### config.mk
export PLATFORM = sky130hd
export DESIGN_NAME = alu_op_sequencer
export DESIGN_NICKNAME = d
export VERILOG_FILES = /design/src/rtl/alu_op_sequencer.sv
export SDC_FILE = /design/constraint.sdc
export NUM_CORES = 1
export LEC_CHECK = 0
export CAP_MARGIN = 10
export CORE_UTILIZATION = 51
export CTS_CLUSTER_DIAMETER = 150
export DETAILED_ROUTE_END_ITERATION = 10
export PLACE_DENSITY_LB_ADDON = 0.1
export SLEW_MARGIN = 30
export SYNTH_ARGS = -nofsm -noshare
export SYNTH_HDL_FRONTEND = slang
export SYNTH_SLANG_ARGS = --single-unit
### constraint.sdc
create_clock -name clk_i -period 15.8 [get_ports clk_i]
set_clock_uncertainty 0.15 [all_clocks]
set_input_delay 1.58 -clock clk_i [delete_from_list [all_inputs] [get_ports clk_i]]
set_output_delay 1.58 -clock clk_i [all_outputs]
set_load 0.02 [all_outputs]
### src/rtl/alu_op_sequencer.sv
// ---------------------------------------------------------------------------
// alu_op_sequencer
// Sequences ALU operations for the EX stage. The ALUOp/funct pair is decoded
// with the ALU-control encoding. and/or/add/sub take one execute cycle. mul is
// an iterative shift-add that runs for WIDTH cycles. Requests and results use
// valid/ready handshakes.
//
// Ports
//   clk_i        clock, rising edge
//   rst_i        asynchronous reset, active-low
//   req_valid_i  request present
//   req_ready_o  sequencer idle and able to accept a request
//   ALUOp_i      01 add, 10 sub, 00 R-type (decode funct_i), 11 reserved
//   funct_i      100100 and, 100101 or, 100000 add, 100010 sub, 011000 mul
//   data1_i      operand A
//   data2_i      operand B
//   flush_i      synchronous abort of the in-flight op, also blocks an accept
//   res_valid_o  result valid (state DONE)
//   res_ready_i  consumer accepts the result
//   data_o       result, modulo 2**WIDTH
//   zero_o       data_o == 0, updated on entry to DONE
//   err_o        illegal op, updated on entry to DONE
//   busy_o       state != IDLE
// ---------------------------------------------------------------------------
module alu_op_sequencer #(
    parameter int WIDTH = 32,
    parameter int CNT_W = 6
) (
    input  logic             clk_i,
    input  logic             rst_i,
    input  logic             req_valid_i,
    output logic             req_ready_o,
    input  logic [1:0]       ALUOp_i,
    input  logic [5:0]       funct_i,
    input  logic [WIDTH-1:0] data1_i,
    input  logic [WIDTH-1:0] data2_i,
    input  logic             flush_i,
    output logic             res_valid_o,
    input  logic             res_ready_i,
    output logic [WIDTH-1:0] data_o,
    output logic             zero_o,
    output logic             err_o,
    output logic             busy_o
);

    typedef enum logic [1:0] {ST_IDLE, ST_EXEC, ST_MUL, ST_DONE} state_t;
    typedef enum logic [2:0] {OP_AND, OP_OR, OP_ADD, OP_SUB, OP_MUL, OP_ILL} op_t;

    // ALU-control decode; anything not listed is reported as illegal
    function automatic op_t decode_op(input logic [1:0] aluop, input logic [5:0] funct);
        op_t op;
        case (aluop)
            2'b01:   op = OP_ADD;
            2'b10:   op = OP_SUB;
            2'b00: begin
                case (funct)
                    6'b100100: op = OP_AND;
                    6'b100101: op = OP_OR;
                    6'b100000: op = OP_ADD;
                    6'b100010: op = OP_SUB;
                    6'b011000: op = OP_MUL;
                    default:   op = OP_ILL;
                endcase
            end
            default: op = OP_ILL;
        endcase
        return op;
    endfunction

    localparam logic [CNT_W-1:0] CNT_LAST = CNT_W'(WIDTH - 1);

    state_t             state_r;
    state_t             state_s;
    op_t                op_r;
    op_t                dec_op_s;
    logic [WIDTH-1:0]   mcand_r;    // operand A; shifted left during mul
    logic [WIDTH-1:0]   mplier_r;   // operand B; shifted right during mul
    logic [WIDTH-1:0]   acc_r;
    logic [WIDTH-1:0]   acc_next_s;
    logic [CNT_W-1:0]   cnt_r;
    logic [WIDTH-1:0]   exec_res_s;
    logic               exec_err_s;
    logic               accept_s;
    logic [WIDTH-1:0]   data_r;
    logic               zero_r;
    logic               err_r;

    assign dec_op_s    = decode_op(ALUOp_i, funct_i);
    assign accept_s    = (state_r == ST_IDLE) & req_valid_i & ~flush_i;
    assign req_ready_o = (state_r == ST_IDLE);
    assign res_valid_o = (state_r == ST_DONE);
    assign busy_o      = (state_r != ST_IDLE);
    assign data_o      = data_r;
    assign zero_o      = zero_r;
    assign err_o       = err_r;

    // State register
    always_ff @(posedge clk_i or negedge rst_i) begin
        if (!rst_i) begin
            state_r <= ST_IDLE;
        end else begin
            state_r <= state_s;
        end
    end

    // Next-state logic; flush wins over every other transition
    always_comb begin
        state_s = state_r;
        case (state_r)
            ST_IDLE: begin
                if (accept_s) begin
                    state_s = (dec_op_s == OP_MUL) ? ST_MUL : ST_EXEC;
                end else begin
                    state_s = ST_IDLE;
                end
            end
            ST_EXEC: begin
                if (flush_i) begin
                    state_s = ST_IDLE;
                end else begin
                    state_s = ST_DONE;
                end
            end
            ST_MUL: begin
                if (flush_i) begin
                    state_s = ST_IDLE;
                end else if (cnt_r == CNT_LAST) begin
                    state_s = ST_DONE;
                end else begin
                    state_s = ST_MUL;
                end
            end
            ST_DONE: begin
                if (flush_i || res_ready_i) begin
                    state_s = ST_IDLE;
                end else begin
                    state_s = ST_DONE;
                end
            end
            default: state_s = ST_IDLE;
        endcase
    end

    // Single-cycle result for the non-mul ops; illegal ops yield zero
    always_comb begin
        exec_res_s = {WIDTH{1'b0}};
        exec_err_s = 1'b0;
        case (op_r)
            OP_AND:  exec_res_s = mcand_r & mplier_r;
            OP_OR:   exec_res_s = mcand_r | mplier_r;
            OP_ADD:  exec_res_s = mcand_r + mplier_r;
            OP_SUB:  exec_res_s = mcand_r - mplier_r;
            default: begin
                exec_res_s = {WIDTH{1'b0}};
                exec_err_s = 1'b1;
            end
        endcase
    end

    // One shift-add iteration: add the shifted multiplicand when the current multiplier bit is set
    always_comb begin
        if (mplier_r[0]) begin
            acc_next_s = acc_r + mcand_r;
        end else begin
            acc_next_s = acc_r;
        end
    end

    // Operand latch, multiply datapath and registered result outputs
    always_ff @(posedge clk_i or negedge rst_i) begin
        if (!rst_i) begin
            op_r     <= OP_ILL;
            mcand_r  <= {WIDTH{1'b0}};
            mplier_r <= {WIDTH{1'b0}};
            acc_r    <= {WIDTH{1'b0}};
            cnt_r    <= {CNT_W{1'b0}};
            data_r   <= {WIDTH{1'b0}};
            zero_r   <= 1'b0;
            err_r    <= 1'b0;
        end else begin
            case (state_r)
                ST_IDLE: begin
                    if (accept_s) begin
                        op_r     <= dec_op_s;
                        mcand_r  <= data1_i;
                        mplier_r <= data2_i;
                        acc_r    <= {WIDTH{1'b0}};
                        cnt_r    <= {CNT_W{1'b0}};
                    end
                end
                ST_EXEC: begin
                    if (!flush_i) begin
                        data_r <= exec_res_s;
                        zero_r <= (exec_res_s == {WIDTH{1'b0}});
                        err_r  <= exec_err_s;
                    end
                end
                ST_MUL: begin
                    if (!flush_i) begin
                        acc_r    <= acc_next_s;
                        mcand_r  <= mcand_r << 1;
                        mplier_r <= mplier_r >> 1;
                        cnt_r    <= cnt_r + {{(CNT_W-1){1'b0}}, 1'b1};
                        if (cnt_r == CNT_LAST) begin
                            data_r <= acc_next_s;
                            zero_r <= (acc_next_s == {WIDTH{1'b0}});
                            err_r  <= 1'b0;
                        end
                    end
                end
                default: begin
                    // DONE: results held stable until the handshake
                end
            endcase
        end
    end

endmodule

# Word-level counts from Yosys, hierarchy flattened
# Index checks and enable logic that the tools add are counted.
[totals]
reg_bits = 141
[op_classes]
add_sub_neg = 4
n_eq_ne = 19
bitwise = 5
n_reduce_logical = 13
muxes = 36
[ops]
columns = ["cell", "n"]
rows = [
  ["32-bit 2-to-1 mux", 10],
  ["32-bit case mux with 2 select lines", 4],
  ["32-bit case mux with 4 select lines", 1],
  ["32-bit adder", 2],
  ["32-bit logical NOT", 2],
  ["32-bit AND", 1],
  ["32-bit OR", 1],
  ["32-bit subtractor", 1],
  ["6-bit == test, second input constant", 4],
  ["3-bit case mux with 5 select lines", 1],
  ["6-bit by 5-bit == test with 1-bit output, second input constant", 2],
  ["6-bit 2-to-1 mux", 2],
  ["6-bit case mux with 2 select lines", 1],
  ["2-bit 2-to-1 mux", 5],
  ["3-bit case mux with 3 select lines", 1],
  ["1-bit 2-to-1 mux", 8],
  ["2-bit case mux with 4 select lines", 1],
  ["6-bit by 1-bit adder with 6-bit output, second input constant", 1],
  ["2-bit == test, second input constant", 3],
  ["3-bit by 2-bit == test with 1-bit output, second input constant", 2],
  ["2-bit != test, second input constant", 3],
  ["2-bit nonzero test", 3],
  ["2-bit by 1-bit == test with 1-bit output, second input constant", 2],
  ["2-bit logical NOT", 2],
  ["12 further kinds", 14],
]

# Logic depth before layout (Yosys ltp)
# Gate-level depths: netlist of run 1.
[depth]
ltp_word = 7
ltp_mapped = 25
mapped_depth_nobuf = 22

# Worst setup path before layout of run 1
# Ideal clock, no wire load.
[synth_timing]
path_kind = "reg-to-reg"
from = "register mplier_r[0]"
to = "register zero_r, in the netlist zero_o"
setup_time_ns = 0.078
path_buffers = 3
stages_incl_launch_ff = 23
period_less_slack_ns = 5.363
required_ns = 15.572
setup_slack_ns = 10.437
arrival_ns = 5.135
path_cell_list = "dfrtp_1 > clkbuf_1 > clkinv_1 > clkbuf_1 > ha_1 > nand2b_1 > nor4_1 > inv_1 > or4_1 > or3_1 > o31ai_1 > xor2_1 > ha_1 > clkbuf_1 > inv_1 > a2111oi_0 > o31ai_1 > mux2i_1 > a311o_1 > nor4_1 > nand4_1 > o21ai_1 > o21bai_1"
[synth_between]
elab_chain_cells = 5
elab_cells_between_ends = 12
classes_between = "add/sub (2); mux (6); bitwise (2); reduce/logical (2)"
[synth_lines]
columns = ["element", "line_no", "source"]
rows = [
  ["start: declaration", "77", "logic [WIDTH-1:0] mplier_r;"],
  ["start signal: assignment", "174", "mplier_r <= {WIDTH{1'b0}};"],
  ["start signal: assignment", "186", "mplier_r <= data2_i;"],
  ["start signal: assignment", "202", "mplier_r <= mplier_r >> 1;"],
  ["32-bit subtractor (tied with other cells)", "152", "OP_SUB: exec_res_s = mcand_r - mplier_r;"],
  ["32-bit case mux with 4 select lines / 32-bit logical NOT (equally long branches)", "148, 206", ""],
  ["32-bit logical NOT / 1-bit 2-to-1 mux (equally long branches)", "194, 204", ""],
  ["1-bit 2-to-1 mux (on tied branches)", "192, 199", ""],
  ["1-bit case mux with 2 select lines (*)", "181", "case (state_r)"],
  ["end signal: assignment", "194", "zero_r <= (exec_res_s == {WIDTH{1'b0}});"],
  ["end signal: assignment", "206", "zero_r <= (acc_next_s == {WIDTH{1'b0}});"],
  ["end: declaration", "85", "logic zero_r;"],
]
# Mark *: on every way between the ends. The rest lies on a longest branch, timed or not. The select of a mux whose other input is x is not followed.
# A chain may end at the register's enable or synchronous reset.

# Final worst setup path of run 1
# Ends and elaborated chain as after synthesis.

==> metrics.txt, run 1 <==
# TYPE chip_impl_metric gauge
chip_impl_metric{name="critical_path_peak_fanout",unit=""} 38
chip_impl_info{name="outcome",value="finished with violations"} 1
chip_impl_metric{name="vias_per_cell",unit=""} 6.26
chip_impl_metric{name="floorplan.io_pins",unit=""} 114
chip_impl_info{name="top_layer_used",value="met4"} 1
chip_impl_metric{name="fp-row-count",unit=""} 54
chip_impl_metric{name="powerDensity",unit="nW/um2"} 201
chip_impl_metric{name="timing.final.crit_period",unit="ns"} 6.35
chip_impl_metric{name="drt_iter0_markers",unit=""} 929
chip_impl_metric{name="maxCapViolCount",unit=""} 0
chip_impl_metric{name="syn_area_per_cell",unit="um2"} 7.78
chip_impl_info{name="end_kind",value="register"} 1
chip_impl_metric{name="die_ar",unit="um2"} 23200
chip_impl_metric{name="ys_ff_latch",unit=""} 141
chip_impl_metric{name="quantity_of_i_o_buffers_inserted_on_ports",unit=""} 113
chip_impl_metric{name="post_cts.repair.setup_buffers",unit=""} 0
chip_impl_info{name="mostFrequentLayoutCell",value="sky130_fd_sc_hd__nand2_1"} 1
chip_impl_metric{name="p_leak",unit="nW"} 5.73
chip_impl_metric{name="gpl.final_weighted_congestion",unit=""} 0.942
chip_impl_metric{name="timing.slew.headroom",unit="%"} 42.0
chip_impl_metric{name="detailroute.wirelength.met2",unit="um"} 16000
chip_impl_metric{name="synth_warnings",unit=""} 0
chip_impl_metric{name="syn-cell-area",unit="um2"} 11500
chip_impl_metric{name="synth.yosys.seq_area_share",unit="%"} 30.6
chip_impl_metric{name="insertion_delay",unit="ns"} 0.45
chip_impl_metric{name="worst_ep_required_time",unit="ns"} 16.01
chip_impl_metric{name="globalRouteOverflowTotal",unit=""} 0
chip_impl_metric{name="post_cts_hold_buffer_count",unit=""} 0
chip_impl_metric{name="design.core.area",unit="um2"} 22000
chip_impl_metric{name="routed_length_on_met3",unit="um"} 2770
chip_impl_metric{name="global_route.usage.total",unit="%"} 32.7
chip_impl_metric{name="fmax",unit="MHz"} 158
chip_impl_info{name="setup.worst_path.class",value="reg2reg"} 1
chip_impl_metric{name="synthDistinctLibCells",unit=""} 81
chip_impl_metric{name="tightestPinTransition",unit="ns"} 0.868
chip_impl_metric{name="dp_hpwl",unit="um"} 27300
chip_impl_metric{name="peakVddDrop",unit="mV"} 0.0705
chip_impl_metric{name="drv_slew",unit=""} 0
chip_impl_info{name="violated_checks",value="DRC"} 1
chip_impl_metric{name="floorplan.die.height",unit="um"} 152
chip_impl_metric{name="timing.final.setup_violations",unit=""} 0
chip_impl_metric{name="hold-worst-slack",unit="ns"} 0.329
chip_impl_metric{name="number_of_antenna_violations_at_the_first_check_in_global_routing",unit=""} 0
chip_impl_metric{name="initial_utilization",unit="%"} 52.4
chip_impl_metric{name="num_antenna_cells",unit=""} 0
chip_impl_metric{name="crit_arrival",unit="ns"} 6.56
chip_impl_metric{name="post-synth-top-area-fraction",unit="%"} 30.1
chip_impl_metric{name="proportion_of_layout_cells_with_a_drive_suffix_above_1",unit="%"} 5.31
chip_impl_metric{name="routed-via-count",unit=""} 11407
chip_impl_metric{name="layout-area-overhead-vs-synth",unit="%"} 15.7
chip_impl_metric{name="die_x",unit="um"} 152
chip_impl_metric{name="netlist_instances",unit=""} 1483
chip_impl_info{name="grt_setup_unrepaired",value="false"} 1
chip_impl_metric{name="reg2regPathDepth",unit=""} 22
chip_impl_metric{name="cts_num_sinks",unit=""} 141
chip_impl_info{name="commonest_non_fill_non_tap_cells_in_the_layout",value="sky130_fd_sc_hd__nand2_1, sky130_fd_sc_hd__nor2_1, sky130_fd_sc_hd__dfrtp_1, sky130_fd_sc_hd__clkdlybuf4s50_1, sky130_fd_sc_hd__o21ai_0"} 1
chip_impl_metric{name="wirelength",unit="um"} 37200
chip_impl_metric{name="fin_setup_tns",unit="ns"} 0
chip_impl_metric{name="hold_viol_final",unit=""} 0
chip_impl_metric{name="post_cts.resized_instances",unit=""} 0
chip_impl_metric{name="detail_route.wl_per_cell",unit="um"} 20.4
chip_impl_info{name="min_path_type",value="reg2reg"} 1
chip_impl_metric{name="grt_pass1_vias",unit=""} 10659
chip_impl_metric{name="synth_async_sr_flop_share",unit="%"} 100
chip_impl_info{name="synth-main-ff-cell",value="sky130_fd_sc_hd__dfrtp_1"} 1
chip_impl_metric{name="route.detailed.drc",unit=""} 2
chip_impl_metric{name="drtPass1Iterations",unit=""} 9
chip_impl_metric{name="final_nets",unit=""} 1676
chip_impl_metric{name="path_clk_slew",unit="ns"} 0.06
chip_impl_metric{name="cts_htree_levels",unit=""} 4
chip_impl_info{name="clock_tree_from_tritoncts",value="built"} 1
chip_impl_metric{name="clock_path_buffers",unit=""} 2
chip_impl_metric{name="synth_edf_count",unit=""} 0
chip_impl_metric{name="numCtsBuffers",unit=""} 17
chip_impl_info{name="crit_path_start_kind",value="register"} 1
chip_impl_metric{name="grt_max_degree",unit=""} 82
chip_impl_metric{name="grt_first_pass_wirelength",unit="um"} 59700
chip_impl_info{name="synth_top_cells_by_area",value="sky130_fd_sc_hd__dfrtp_1, sky130_fd_sc_hd__nand2_1, sky130_fd_sc_hd__ha_1"} 1
chip_impl_metric{name="antenna_violating_nets_post_route",unit=""} 0
chip_impl_metric{name="hold_depth",unit=""} 2
chip_impl_info{name="clock-root-buffer",value="sky130_fd_sc_hd__clkbuf_16"} 1
chip_impl_metric{name="post-route-period-util",unit="%"} 40.2
chip_impl_info{name="synth.largest_area_cell",value="sky130_fd_sc_hd__dfrtp_1"} 1
chip_impl_metric{name="routed_length_on_met1",unit="um"} 17800
chip_impl_metric{name="number_of_nets_produced_by_synthesis",unit=""} 1628
[flip-flops by register name, summed over array words and instances (netlist names)]
| register | cells |
|---|---|
| acc_r | 32 |
| err_o | 1 |
| mplier_r | 32 |
| cnt_r | 6 |
| state_r | 2 |
| data_o | 32 |
| op_r | 3 |
| mcand_r | 32 |
| zero_o | 1 |
[path summary, 6_finish.rpt]
| kind | start | endpoint | slack [ns] |
|---|---|---|---|
| worst min-delay path | data_o[11] | data_o[11] | 0.33 |
| worst max-delay path | mplier_r[0] | zero_o | 9.45 |
| worst min register to register | data_o[11] | data_o[11] | 0.33 |
| worst max register to register | mplier_r[0] | zero_o | 9.45 |
| max in group asynchronous | rst_i | acc_r[2] | 13.15 |
| min in group asynchronous | rst_i | mplier_r[3] | 1.02 |
[area by class of cell]
type                       count  area, um2
fill                        2048       8680
multi-input combinational   1218       7560
sequential                   141       3530
timing repair buffer         127       1240
clock buffer                  19        453
tap                          280        350
clock inverter                12        111
inverter                      26       97.6
[Yosys cell counts (all sizes together) (23+ instances only)]
cell      n
a21o     30
a21oi   105
a31oi    73
buf      26
clkbuf   72
dfrtp   139
ha       66
inv      25
maj3     23
mux2i    24
nand2   266
nor2    147
o21ai   113
xnor2    42
xor2     35
[cell families (layout without fill, tap and decap cells)]
| family | count (synthesis) | after routing | share of synthesized area [%] |
|---|---|---|---|
| xor gates and xnor gates | 77 | 77 | 5.91 |
| AOI/OAI and AO/OA | 443 | 443 | 24.0 |
| and+or+nand+nor | 570 | 570 | 22.2 |
| muxes | 37 | 37 | 3.56 |
| adders and majority gates | 91 | 91 | 9.50 |
| buffers and inverters | 124 | 184 | 4.16 |
| DFF | 141 | 141 | 30.6 |
[power breakdown]
group | leakage [nW] | internal, mW | switching [mW] | total (mW)
logic | 3.73 | 0.664 | 0.975 | 1.64
registers | 1.73 | 0.469 | 0.171 | 0.639
clock network | 0.278 | 0.226 | 0.177 | 0.403
[stage by stage]
step                      setup WS, ns  cells  power (mW)  instance area, um2  utilization [%]
after floorplan                  10.44   1483        1.75               11500                -
after global placement            9.75   1792        2.23               12800             58.0
after detailed placement          9.60   1792        2.24               12800             58.0
after CTS                         9.55   1823        2.65               13300             60.6
after global routing              9.03   1823        2.87               13300             60.6
final                             9.45   1823        2.68               13300             60.6
[worst max-delay path, cell delays in order (launching register included)]
cell and delay [ns]:
sky130_fd_sc_hd__dfrtp_1 0.36, sky130_fd_sc_hd__buf_4 0.30, sky130_fd_sc_hd__clkinv_1 0.44, sky130_fd_sc_hd__ha_1 0.28, sky130_fd_sc_hd__nand2b_1 0.08, sky130_fd_sc_hd__nor4_1 0.41, sky130_fd_sc_hd__inv_1 0.18, sky130_fd_sc_hd__or4_1 0.43
sky130_fd_sc_hd__or3_1 0.41, sky130_fd_sc_hd__nand2_1 0.12, sky130_fd_sc_hd__xor2_1 0.09, sky130_fd_sc_hd__ha_1 0.41, sky130_fd_sc_hd__inv_1 0.10, sky130_fd_sc_hd__nor2_1 0.18, sky130_fd_sc_hd__nand4_1 0.22, sky130_fd_sc_hd__a2111oi_0 0.72
sky130_fd_sc_hd__o31ai_1 0.23, sky130_fd_sc_hd__mux2i_1 0.15, sky130_fd_sc_hd__a311o_1 0.30, sky130_fd_sc_hd__nor4_1 0.31, sky130_fd_sc_hd__nand4_1 0.15, sky130_fd_sc_hd__o21ai_1 0.13, sky130_fd_sc_hd__o21bai_1 0.11
[layer usage]
| metal | GRT usage (%) | up-vias |
|---|---|---|
| met1 | 48.8 | 5498 |
| li1 | - | 5433 |
| met5 | 0 | - |
| met4 | 9.28 | 0 |
| met2 | 48.6 | 431 |
| met3 | 5.18 | 45 |
No activity file was read; power rests on OpenSTA's default activity.
==> run 2, diff against run 1 <==
clock period = 5.25 ns   (was 15.8 ns; I/O delays follow)
==> metrics.txt, run 2 (synthesized netlist as in run 1, its figures left out) <==
# TYPE chip_impl_metric gauge
chip_impl_info{name="outcome",value="finished with violations"} 1
chip_impl_info{name="violated_checks",value="DRC, hold timing"} 1
chip_impl_metric{name="timing.final.setup_violations",unit=""} 0
chip_impl_metric{name="floorplan.io_pins",unit=""} 114
chip_impl_metric{name="number_of_antenna_violations_at_the_first_check_in_global_routing",unit=""} 1
chip_impl_metric{name="detail_route.wl_per_cell",unit="um"} 19.9
chip_impl_metric{name="grt_max_degree",unit=""} 103
chip_impl_metric{name="p_leak",unit="nW"} 5.96
chip_impl_info{name="commonest_non_fill_non_tap_cells_in_the_layout",value="sky130_fd_sc_hd__nand2_1, sky130_fd_sc_hd__nor2_1, sky130_fd_sc_hd__dfrtp_1, sky130_fd_sc_hd__clkdlybuf4s50_1, sky130_fd_sc_hd__o21ai_0"} 1
chip_impl_metric{name="hold-worst-slack",unit="ns"} -0.0234
chip_impl_metric{name="vias_per_cell",unit=""} 6.15
chip_impl_metric{name="grt_first_pass_wirelength",unit="um"} 58900
chip_impl_metric{name="antenna_violating_nets_post_route",unit=""} 0
chip_impl_metric{name="drv_slew",unit=""} 0
chip_impl_metric{name="die_x",unit="um"} 152
chip_impl_metric{name="numCtsBuffers",unit=""} 17
chip_impl_metric{name="design_area",unit="um2"} 13900
chip_impl_metric{name="post-route-period-util",unit="%"} 98.0
chip_impl_metric{name="cts_num_sinks",unit=""} 141
chip_impl_metric{name="critical_path_peak_fanout",unit=""} 4
chip_impl_metric{name="layout.core_utilization",unit="%"} 63.0
chip_impl_metric{name="detailed_place.area",unit="um2"} 13000
chip_impl_metric{name="grt_pass1_vias",unit=""} 10685
chip_impl_metric{name="powerDensity",unit="nW/um2"} 608
chip_impl_metric{name="place_ws",unit="ns"} 0.0165
chip_impl_metric{name="final_nets",unit=""} 1720
chip_impl_metric{name="crit_arrival",unit="ns"} 5.35
chip_impl_info{name="min_path_type",value="in2async"} 1
chip_impl_info{name="crit_path_start_kind",value="register"} 1
chip_impl_metric{name="wirelength",unit="um"} 37200
chip_impl_metric{name="dp_hpwl",unit="um"} 27700
chip_impl_metric{name="clock_path_buffers",unit=""} 2
chip_impl_metric{name="global_route.usage.total",unit="%"} 32.4
chip_impl_metric{name="path_clk_slew",unit="ns"} 0.06
chip_impl_metric{name="insertion_delay",unit="ns"} 0.44
chip_impl_metric{name="post_cts_hold_buffer_count",unit=""} 0
chip_impl_metric{name="multiInputGateArea",unit="um2"} 7780
chip_impl_metric{name="worst_ep_required_time",unit="ns"} 5.45
chip_impl_metric{name="globalRouteOverflowTotal",unit=""} 0
chip_impl_metric{name="final-seq-area",unit="um2"} 3530
chip_impl_metric{name="gpl.final_weighted_congestion",unit=""} 0.960
chip_impl_metric{name="num_antenna_cells",unit=""} 0
chip_impl_metric{name="hold_viol_final",unit=""} 4
chip_impl_info{name="clock-root-buffer",value="sky130_fd_sc_hd__clkbuf_16"} 1
chip_impl_metric{name="fp-row-count",unit=""} 54
chip_impl_metric{name="route.detailed.drc",unit=""} 3
chip_impl_metric{name="timing.slew.headroom",unit="%"} 43.1
chip_impl_metric{name="floorplan.die.height",unit="um"} 152
chip_impl_info{name="clock_tree_from_tritoncts",value="built"} 1
chip_impl_metric{name="routed-via-count",unit=""} 11490
chip_impl_metric{name="drt_iter0_markers",unit=""} 1099
chip_impl_metric{name="layout-area-overhead-vs-synth",unit="%"} 20.3
chip_impl_metric{name="fmax",unit="MHz"} 194
chip_impl_metric{name="setup_slack",unit="ns"} 0.103
chip_impl_metric{name="design.core.area",unit="um2"} 22000
chip_impl_metric{name="tightestPinTransition",unit="ns"} 0.854
chip_impl_metric{name="cts_htree_levels",unit=""} 4
chip_impl_info{name="setup.worst_path.class",value="reg2reg"} 1
chip_impl_metric{name="filler_cell_count",unit=""} 1974
chip_impl_metric{name="quantity_of_i_o_buffers_inserted_on_ports",unit=""} 113
chip_impl_info{name="end_kind",value="register"} 1
chip_impl_metric{name="die_ar",unit="um2"} 23200
chip_impl_info{name="mostFrequentLayoutCell",value="sky130_fd_sc_hd__nand2_1"} 1
chip_impl_metric{name="timing.final.crit_period",unit="ns"} 5.15
chip_impl_metric{name="maxCapViolCount",unit=""} 0
chip_impl_metric{name="drtPass1Iterations",unit=""} 9
chip_impl_metric{name="total_power",unit="mW"} 8.44
chip_impl_metric{name="peakVddDrop",unit="mV"} 0.246
chip_impl_metric{name="proportion_of_layout_cells_with_a_drive_suffix_above_1",unit="%"} 10.5
chip_impl_metric{name="initial_utilization",unit="%"} 52.4
## run 2: changes by cell type in the layout (fill, tap and decap cells not counted), moves of 4 or more
cell                      previous run  this run
sky130_fd_sc_hd__buf_4              14        57
sky130_fd_sc_hd__o21ai_0           111       107
sky130_fd_sc_hd__a21oi_2             2         8
sky130_fd_sc_hd__ha_2                0         4
sky130_fd_sc_hd__ha_1               66        60
sky130_fd_sc_hd__o31ai_1            18        12
sky130_fd_sc_hd__a21oi_1           103        97
sky130_fd_sc_hd__o31ai_2             0         4
## run 2: critical path, stage by stage (launching register included)
cell and delay (ns):
sky130_fd_sc_hd__dfrtp_1 0.38, sky130_fd_sc_hd__or4_4 0.54, sky130_fd_sc_hd__or3_4 0.35, sky130_fd_sc_hd__or4_4 0.48, sky130_fd_sc_hd__or3_4 0.43, sky130_fd_sc_hd__nand2_1 0.10
sky130_fd_sc_hd__xor2_1 0.07, sky130_fd_sc_hd__ha_1 0.34, sky130_fd_sc_hd__inv_2 0.07, sky130_fd_sc_hd__nor2_2 0.13, sky130_fd_sc_hd__nand4_1 0.16, sky130_fd_sc_hd__or3_1 0.39
sky130_fd_sc_hd__o211ai_1 0.38, sky130_fd_sc_hd__xor2_1 0.15, sky130_fd_sc_hd__a221o_1 0.32, sky130_fd_sc_hd__nor4_2 0.26, sky130_fd_sc_hd__nand4_1 0.12, sky130_fd_sc_hd__o21ai_1 0.13
sky130_fd_sc_hd__o21bai_1 0.12
## run 2: power by group
part	switching, mW	internal (mW)
registers	0.485	1.41
logic	3.09	2.28
clock network	0.550	0.620
total	4.13	4.32
## run 2: cell type report
cell class	count	area share [%]
Clock buffer	17	3.06
Clock inverter	15	0.919
Inverter	26	0.703
Multi-Input combinational cell	1218	56.0
Sequential cell	141	25.4
Tap cell	280	2.52
Timing Repair Buffer	171	11.3
## run 2: through the flow
| step | hold slack, ns | setup TNS [ns] | std cells |
|---|---|---|---|
| final | -0.0234 | 0 | 1868 |
| after global routing | 0.0612 | -0.0813 | 1868 |
| after CTS | 0.0548 | 0 | 1858 |
| after detailed placement | 0.317 | 0 | 1826 |
| after global placement | 0.311 | 0 | 1826 |
| after floorplan | 0.0794 | 0 | 1483 |
## run 2: path summary, 6_finish.rpt
path,to,cells after the start,slack [ns],start
min in group clk_i,data_o[14],1,0.32,data_o[14]
max,zero_o,18,0.10,mplier_r[9]
min reg2reg,data_o[14],1,0.32,data_o[14]
max in group asynchronous,op_r[2],2,3.89,rst_i
max reg2reg,zero_o,18,0.10,mplier_r[9]
min,mplier_r[3],1,-0.02,rst_i
## run 2: what timing repair did
action                                  in CTS  in global routing
buffers inserted                             0                 10
resized for setup                            1                 48
gates cloned                                 0                  0
endpoints found under the setup margin       1                  8
pin swaps                                    0                 21
hold endpoints to repair                     0                  0
## run 2: layer usage
metal / routed length, um / GRT usage (%)
met1: 18000 / 49.4
met2: 15800 / 47.2
met3: 2690 / 5.20
met4: 683 / 8.31
met5: 13 / 0
==> run 3, diff against run 2 <==
CTS_CLUSTER_DIAMETER = default   (was 150)
DONT_BUFFER_PORTS = 1   (was default)
SKIP_LAST_GASP = 1   (was default)
==> metrics.txt, run 3 (synthesized netlist as in run 1, its figures left out) <==
# TYPE chip_impl_metric gauge
chip_impl_info{name="outcome",value="finished with violations"} 1
chip_impl_info{name="violated_checks",value="DRC"} 1
chip_impl_metric{name="timing.final.setup_violations",unit=""} 0
chip_impl_metric{name="vias_per_cell",unit=""} 6.26
chip_impl_metric{name="timing.final.crit_period",unit="ns"} 5.09
chip_impl_metric{name="final_nets",unit=""} 1598
chip_impl_metric{name="p_leak",unit="nW"} 5.50
chip_impl_metric{name="numCtsBuffers",unit=""} 17
chip_impl_metric{name="crit_arrival",unit="ns"} 5.28
chip_impl_metric{name="globalRouteOverflowTotal",unit=""} 0
chip_impl_info{name="crit_path_start_kind",value="register"} 1
chip_impl_metric{name="layout-area-overhead-vs-synth",unit="%"} 9.42
chip_impl_metric{name="initial_utilization",unit="%"} 52.4
chip_impl_metric{name="drt_iter0_markers",unit=""} 921
chip_impl_metric{name="fin_setup_tns",unit="ns"} 0
chip_impl_metric{name="grt_pass1_vias",unit=""} 10114
chip_impl_metric{name="hold_viol_final",unit=""} 0
chip_impl_metric{name="dp_cells",unit=""} 1708
chip_impl_metric{name="antenna_violating_nets_post_route",unit=""} 0
chip_impl_info{name="crit_chain",value="or4_4, or3_4, or4_1, or3_4, nand2_1, xor2_1, ha_1, inv_1, nor2_1, nand4_1, or3_1, o211ai_1, buf_4, a21oi_1, nor4b_1, nor3_2, buf_4, o31ai_1"} 1
chip_impl_metric{name="floorplan.die.height",unit="um"} 152
chip_impl_metric{name="timing.slew.headroom",unit="%"} 35.2
chip_impl_metric{name="layout.core_utilization",unit="%"} 57.3
chip_impl_metric{name="insertion_delay",unit="ns"} 0.44
chip_impl_metric{name="path_clk_slew",unit="ns"} 0.06
chip_impl_metric{name="wirelength",unit="um"} 36300
chip_impl_metric{name="detailed_place.area",unit="um2"} 11900
chip_impl_metric{name="peakVddDrop",unit="mV"} 0.289
chip_impl_info{name="setup.worst_path.class",value="reg2reg"} 1
chip_impl_metric{name="number_of_antenna_violations_at_the_first_check_in_global_routing",unit=""} 0
chip_impl_metric{name="design.core.area",unit="um2"} 22000
chip_impl_metric{name="max_stage_delay",unit="ns"} 0.54
chip_impl_metric{name="critical_path_peak_fanout",unit=""} 5
chip_impl_metric{name="routed-via-count",unit=""} 10924
chip_impl_info{name="clock_tree_from_tritoncts",value="built"} 1
chip_impl_metric{name="clock_path_buffers",unit=""} 2
chip_impl_metric{name="post-route-period-util",unit="%"} 97.0
chip_impl_metric{name="die_ar",unit="um2"} 23200
chip_impl_metric{name="cts_htree_levels",unit=""} 4
chip_impl_metric{name="floorplan.io_pins",unit=""} 114
chip_impl_metric{name="multiInputGateArea",unit="um2"} 7670
chip_impl_metric{name="maxCapViolCount",unit=""} 0
chip_impl_metric{name="fp-row-count",unit=""} 54
chip_impl_info{name="clock-root-buffer",value="sky130_fd_sc_hd__clkbuf_16"} 1
chip_impl_metric{name="hold-worst-slack",unit="ns"} 0.0750
chip_impl_info{name="min_path_type",value="in2reg"} 1
chip_impl_metric{name="detail_route.wl_per_cell",unit="um"} 20.8
chip_impl_metric{name="tightestPinTransition",unit="ns"} 0.948
chip_impl_metric{name="dp_hpwl",unit="um"} 26900
chip_impl_info{name="end_kind",value="register"} 1
chip_impl_metric{name="worst_ep_required_time",unit="ns"} 5.43
chip_impl_metric{name="drv_slew",unit=""} 0
chip_impl_metric{name="fmax",unit="MHz"} 196
chip_impl_metric{name="num_antenna_cells",unit=""} 0
chip_impl_metric{name="die_x",unit="um"} 152
chip_impl_metric{name="design_area",unit="um2"} 12600
chip_impl_metric{name="cts_num_sinks",unit=""} 141
chip_impl_metric{name="grt_first_pass_wirelength",unit="um"} 57200
chip_impl_metric{name="gpl.final_weighted_congestion",unit=""} 0.981
chip_impl_metric{name="filler_cell_count",unit=""} 2104
chip_impl_metric{name="final-seq-area",unit="um2"} 3530
chip_impl_info{name="critical_path.slowest_cell",value="sky130_fd_sc_hd__or4_4"} 1
chip_impl_metric{name="quantity_of_i_o_buffers_inserted_on_ports",unit=""} 0
chip_impl_metric{name="proportion_of_layout_cells_with_a_drive_suffix_above_1",unit="%"} 8.94
chip_impl_metric{name="grt_max_degree",unit=""} 142
chip_impl_info{name="commonest_non_fill_non_tap_cells_in_the_layout",value="sky130_fd_sc_hd__nand2_1, sky130_fd_sc_hd__nor2_1, sky130_fd_sc_hd__dfrtp_1, sky130_fd_sc_hd__o21ai_0, sky130_fd_sc_hd__a21oi_1"} 1
chip_impl_metric{name="route.detailed.drc",unit=""} 3
chip_impl_metric{name="finish.cell_count_without_fillers",unit=""} 1745
chip_impl_info{name="mostFrequentLayoutCell",value="sky130_fd_sc_hd__nand2_1"} 1
chip_impl_metric{name="powerDensity",unit="nW/um2"} 634
chip_impl_metric{name="drtPass1Iterations",unit=""} 8
chip_impl_metric{name="global_route.usage.total",unit="%"} 31.8
## run 3: final timing paths
check                            startpoint            to  slack, ns  cells past startpoint
worst max register to register  mplier_r[9]    data_o[28]       0.16                     18
min in group asynchronous             rst_i  mplier_r[17]       0.59                      2
worst min-delay path            req_valid_i    state_r[1]       0.08                      2
worst min register to register     cnt_r[1]      cnt_r[1]       0.35                      2
max in group asynchronous             rst_i    state_r[1]       3.74                      2
worst max-delay path            mplier_r[9]    data_o[28]       0.16                     18
## run 3: stage by stage
step | power (mW) | setup slack [ns]
after floorplan | 5.27 | 0.103
after global placement | 6.55 | 0.113
after detailed placement | 6.56 | 0.0116
after CTS | 7.86 | 0.00203
after global routing | 8.60 | -0.0426
final | 8.00 | 0.156
## run 3: area by class of cell
cell class | instances | share of cell area [%]
clock buffers | 19 | 3.51
repair buffers | 49 | 3.12
flip-flops and latches | 141 | 28.0
inverters | 26 | 0.773
well taps | 280 | 2.78
multi-input cells | 1218 | 60.8
clock inverters | 12 | 1.08
## run 3: timing repair
item / 4_1_cts / 5_1_grt
hold endpoints to repair: 141 / 0
hold buffers: 2 / 0
endpoints found under the setup margin: 0 / 4
setup buffers: 0 / 4
gates resized for setup: 0 / 21
## run 3: report_power, final
part           switching [mW]  leakage [nW]  internal, mW
Clock                   0.530         0.277         0.715
Sequential              0.647          1.73          1.41
Combinational            2.79          3.49          1.91
## run 3: routing by layer
metal  track usage (%)  part of all wire [%]
met5                 0                     0
met3              5.29                   6.6
met2              47.2                    43
met1              47.1                    48
met4              9.91                   2.3
## run 3: worst max-delay path: cells and delay by family (launching register included)
family / cells / cell delay [ns]
AOI/OAI and AO/OA: 3 / 0.48
buffers and inverters: 3 / 0.39
and+or+nand+nor: 10 / 3.19
adders and majority gates: 1 / 0.33
DFF: 1 / 0.37
xor gates and xnor gates: 1 / 0.07
